--- src/rtl/uart_rx_fifo_apb.sv ---
// uart_rx_fifo_apb: buffers bytes from the UART receiver in a FIFO and exposes data,
// status, overflow and a level-threshold interrupt through an APB-style slave port.
module uart_rx_fifo_apb #(
    parameter int DEPTH = 16,
    parameter int AW    = 32
) (
    input  logic          clk,
    input  logic          resetn,
    input  logic [AW-1:0] paddr_i,
    input  logic          psel_i,
    input  logic          penable_i,
    input  logic          pwrite_i,
    input  logic [31:0]   pwdata_i,
    output logic [31:0]   prdata_o,
    input  logic [7:0]    rx_data_i,
    input  logic          rx_data_valid_i,
    output logic          rx_irq_o,
    output logic [7:0]    fifo_level_o
);
    localparam int PW = $clog2(DEPTH) + 1;
    logic [7:0]    mem_q [DEPTH];
    logic [PW-1:0] wr_ptr_q, wr_ptr_d, rd_ptr_q, rd_ptr_d, diff;
    logic          rx_en_q, rx_en_d, irq_en_q, irq_en_d, ovf_q, ovf_d, irq_q, irq_d;
    logic [7:0]    thr_q, thr_d, thr_eff, level, head;
    logic [31:0]   prdata_q, prdata_d, rdata;
    logic          setup, access, wr, rd, a0, a1, a2, a3;
    logic          empty, full, flush, pop, push, ovf_set, ovf_clr;
    logic          unused_ok;
    assign unused_ok = ^pwdata_i[31:8];
    assign a0 = paddr_i == AW'(32'h0);
    assign a1 = paddr_i == AW'(32'h4);
    assign a2 = paddr_i == AW'(32'h8);
    assign a3 = paddr_i == AW'(32'hC);
    assign setup  = psel_i & ~penable_i;
    assign access = psel_i & penable_i;
    assign wr = access & pwrite_i;
    assign rd = access & ~pwrite_i;
    assign diff  = wr_ptr_q - rd_ptr_q;
    assign level = 8'(diff);
    assign empty = wr_ptr_q == rd_ptr_q;
    assign full  = (wr_ptr_q[PW-1] != rd_ptr_q[PW-1]) && (wr_ptr_q[PW-2:0] == rd_ptr_q[PW-2:0]);
    assign head  = empty ? 8'h00 : mem_q[rd_ptr_q[PW-2:0]];
    assign flush = wr & a1 & pwdata_i[2];
    assign pop   = rd & a0 & ~empty;
    // a pop in the same cycle frees the slot, so a push at full is still accepted
    assign push    = rx_data_valid_i & rx_en_q & (~full | pop) & ~flush;
    assign ovf_set = rx_data_valid_i & rx_en_q & full & ~pop & ~flush;
    assign ovf_clr = wr & a2 & pwdata_i[2];
    assign thr_eff = (thr_q == 8'd0) ? 8'd1 : thr_q;
    always_comb begin
        rdata    = a0 ? {empty, 23'b0, head} :
                   a1 ? {29'b0, 1'b0, irq_en_q, rx_en_q} :
                   a2 ? {16'b0, level, 5'b0, ovf_q, full, empty} :
                   a3 ? {24'b0, thr_q} : 32'b0;
        prdata_d = (setup & ~pwrite_i) ? rdata : (access & ~pwrite_i) ? prdata_q : 32'b0;
        wr_ptr_d = flush ? '0 : wr_ptr_q + PW'(push);
        rd_ptr_d = flush ? '0 : rd_ptr_q + PW'(pop);
        rx_en_d  = (wr & a1) ? pwdata_i[0] : rx_en_q;
        irq_en_d = (wr & a1) ? pwdata_i[1] : irq_en_q;
        thr_d    = (wr & a3) ? pwdata_i[7:0] : thr_q;
        ovf_d    = ovf_set | (ovf_q & ~ovf_clr);
        irq_d    = irq_en_q & ((level >= thr_eff) | ovf_q);
    end
    always_ff @(posedge clk or negedge resetn) begin
        if (!resetn) begin
            wr_ptr_q <= '0;
            rd_ptr_q <= '0;
            rx_en_q  <= 1'b1;
            irq_en_q <= 1'b0;
            thr_q    <= 8'd1;
            ovf_q    <= 1'b0;
            irq_q    <= 1'b0;
            prdata_q <= 32'b0;
        end else begin
            wr_ptr_q <= wr_ptr_d;
            rd_ptr_q <= rd_ptr_d;
            rx_en_q  <= rx_en_d;
            irq_en_q <= irq_en_d;
            thr_q    <= thr_d;
            ovf_q    <= ovf_d;
            irq_q    <= irq_d;
            prdata_q <= prdata_d;
        end
    end
    always_ff @(posedge clk) begin
        if (push) mem_q[wr_ptr_q[PW-2:0]] <= rx_data_i;
    end
    assign prdata_o     = prdata_q;
    assign rx_irq_o     = irq_q;
    assign fifo_level_o = level;
endmodule

--- config.mk ---
export PLATFORM = sky130hd
export DESIGN_NAME = uart_rx_fifo_apb
export DESIGN_NICKNAME = d
export VERILOG_FILES = /design/src/rtl/uart_rx_fifo_apb.sv
export SDC_FILE = /design/constraint.sdc
export NUM_CORES = 1
export LEC_CHECK = 0
export ABC_AREA = 1
export CAP_MARGIN = 20
export CORE_AREA = 2 2 117 233
export DETAILED_ROUTE_END_ITERATION = 8
export DIE_AREA = 0 0 119 235
export SYNTH_ARGS = -nofsm -noshare
export SYNTH_HDL_FRONTEND = slang
export SYNTH_SLANG_ARGS = --single-unit
--- constraint.sdc ---
create_clock -name clk -period 3.7 [get_ports clk]
set_input_delay 0.37 -clock clk [delete_from_list [all_inputs] [get_ports clk]]
set_output_delay 0.37 -clock clk [all_outputs]
set_load 0.03 [all_outputs]
==> impl_metrics.ini <==
[yosys]
synth_top_family_by_area = simple AND/OR/NAND/NOR gates
synthFlopType = edfxtp_1
synth_fa_ha_area_frac = 0.0235
synth-edff-count = 128
async_reset_ff_frac = 0.220
netlist_area_um2 = 7760
synth_warnings = 0
synth_cell_types = 44
ys_seq_area_frac = 0.612
syn_inst = 764
synth-xor-area-share = 0.0102
synth-compound-area-share = 0.0797
synth_mux_area_frac = 0.00258
avgSynthCellArea_um2 = 10.2
ys_seq_elements = 164
yosys.area_share.simple = 0.207

[die]
die_area_um2 = 28000
coreArea_um2 = 26200
num_rows = 84
ios = 119
die_width_um = 119
initial_core_util = 0.296
die-height_um = 235

[timing]
finalClockSkew_ps = 14.2
tightestPinTransition_ps = 997
drv_slew = 0
rsz0062_at_grt = false
setup_violations = 0
period_needed_ps = 3350
clock.fmax_ghz = 0.299
slew_headroom = 0.333
fin_crit_sh = 0.905
hold_violations = 0
tns_ps = 0

[outcome]
outcome = finished clean

[critical_path]
crit_fanout = 18
path_buf_inv = 3
crit_slowest_cell = clkdlybuf4s50_1
critical_path_arrival_ps = 2980
setup.worst_path.start_class = register
critPathKind = register to primary output
cpPeakStageDelay_ps = 780
crit_family = buffers and inverters
crit_chain = clkinv_1 > buf_4 > ha_1 > nand3_1 > nand2_1 > xor2_1 > clkdlybuf4s50_1
endpoint_kind = primary output
worstPathRequired_ps = 3330

[layout]
final_nets = 938
layout_commonest_cell = nand2_1
layout_common_cells = nand2_1, edfxtp_1, nor2_1
stdcell_count = 1202
antenna_cells = 0
area_delta_synth_final_pct = 21.4
drive_gt1_frac = 0.0921

[placed_design]
port_buffers = 73
numPlacedInstances = 1171
routabilityCongestion = 0.823
dpl.hpwl_mm = 14.8

[global_routing]
grt_pass1_wl_mm = 31.5
antenna_found_initial = 0
grt_max_degree = 67
first_global_vias = 5629
grt.overflow.total = 0
grt_use_total = 0.152

[power_and_ir_drop]
p_leak_uw = 0.00367
powerDensity_nw_per_um2 = 418
peakVddDrop_mv = 0.275

[clock_network]
cts_setup_buffers = 0
cts_resized = 0
path_clk_slew_ps = 60
clk_latency_ps = 440
hold_buffers = 0
htreeDepth = 4
cts_root_buf = clkbuf_16
cts_buffers = 17
cts_buffer_depth = 2
cts_tree = built
clock_sinks = 164

[routing]
drc = 0
vias = 5496
firstDrtPassIters = 5
via_per_inst = 4.57
postRouteWirelength_mm = 20.3
drtIter0Drc = 250
wl_per_cell_um = 16.9
ant_nets = 0

[run]
maxCapViolations = 0

[hold_path]
worstHoldPathType = input port to async pin
-- flip-flops by register name (all words and copies together) (netlist names) --
| signal | flops |
|---|---|
| mem_q | 128 |
| prdata_o | 14 |
| thr_q | 8 |
| rd_ptr_q | 5 |
| wr_ptr_q | 5 |
| irq_en_q | 1 |
| ovf_q | 1 |
| rx_en_q | 1 |
| rx_irq_o | 1 |
-- report_power, final --
part           internal [uW]  switching [uW]  leakage (uW)
Sequential              1990     0.000000704       0.00163
Combinational           56.7            86.6       0.00175
Clock                   1110             690      0.000289
-- layer usage --
layer / up-vias / track usage / share of wire
met2: 166 / 0.294 / 0.57
li1: 2683 / - / -
met1: 2602 / 0.134 / 0.32
met5: - / 0 / 0
met4: 0 / 0.109 / 0.067
met3: 45 / 0.0289 / 0.040
-- worst paths after layout --
kind | from | end | slack (ps) | cells after the start
setup / recovery | rd_ptr_q[2] | fifo_level_o[4] | 350 | 7
hold / removal | resetn | prdata_o[1] | 50 | 1
setup reg to reg | rd_ptr_q[2] | mem_q[2][1] | 680 | 8
hold reg to reg | prdata_o[1] | prdata_o[1] | 480 | 2
max in group asynchronous | resetn | rd_ptr_q[0] | 3060 | 1
min in group clk | prdata_o[1] | prdata_o[1] | 480 | 2
-- synthesized netlist by cell type (2+ instances only) --
cell type,count,area [um2]
a21oi_1,32,160
a21oi_2,3,26.3
a32o_1,3,30.0
buf_2,3,15.0
buf_4,21,158
clkbuf_1,18,67.6
clkinv_1,3,11.3
dfrtp_1,34,851
dfstp_2,2,52.6
edfxtp_1,128,3840
ha_1,13,163
inv_1,56,210
inv_2,3,11.3
mux2i_1,2,20.0
nand2_1,190,713
nand2_2,2,12.5
nand2_4,3,33.8
nand3_1,24,120
nand3_4,2,35.0
nand4_1,4,25.0
nor2_1,97,364
nor2_2,2,12.5
nor2_4,11,124
nor3_1,14,70.1
nor3_2,2,20.0
o211ai_1,3,22.5
o21ai_0,50,250
o21ai_2,2,17.5
o22ai_1,15,93.8
xnor2_1,4,35.0
xor2_1,5,43.8
-- cells by family (layout without fill, tap and decap cells) --
logic type | count (synthesis) | in the layout
AOI/OAI and AO/OA | 110 | 110
xor gates and xnor gates | 9 | 9
adders and majority gates | 14 | 14
buffers and inverters | 106 | 180
DFF | 164 | 164
muxes | 2 | 2
other | 1 | 21
and+or+nand+nor | 358 | 358
-- metrics by stage --
step	hold WS [ps]	power, uW	setup slack [ps]	util	area (um2)
final	45.1	3940	353	0.360	9420
after global routing	97.1	4050	209	0.360	9420
after CTS	49.4	3980	320	0.360	9420
after detailed placement	468	2170	493	0.337	8820
after global placement	469	2170	552	0.337	8820
after floorplan	74.4	2090	840	-	7830
-- area by class of cell --
class	count	area, um2
multi-input cells	514	2580
inverters	62	233
repair buffers	87	831
clock buffers	19	433
fillers	2531	16700
well taps	344	430
flip-flops and latches	164	4750
clock inverters	12	163
Note: power is estimated with default switching activity, not from simulation.
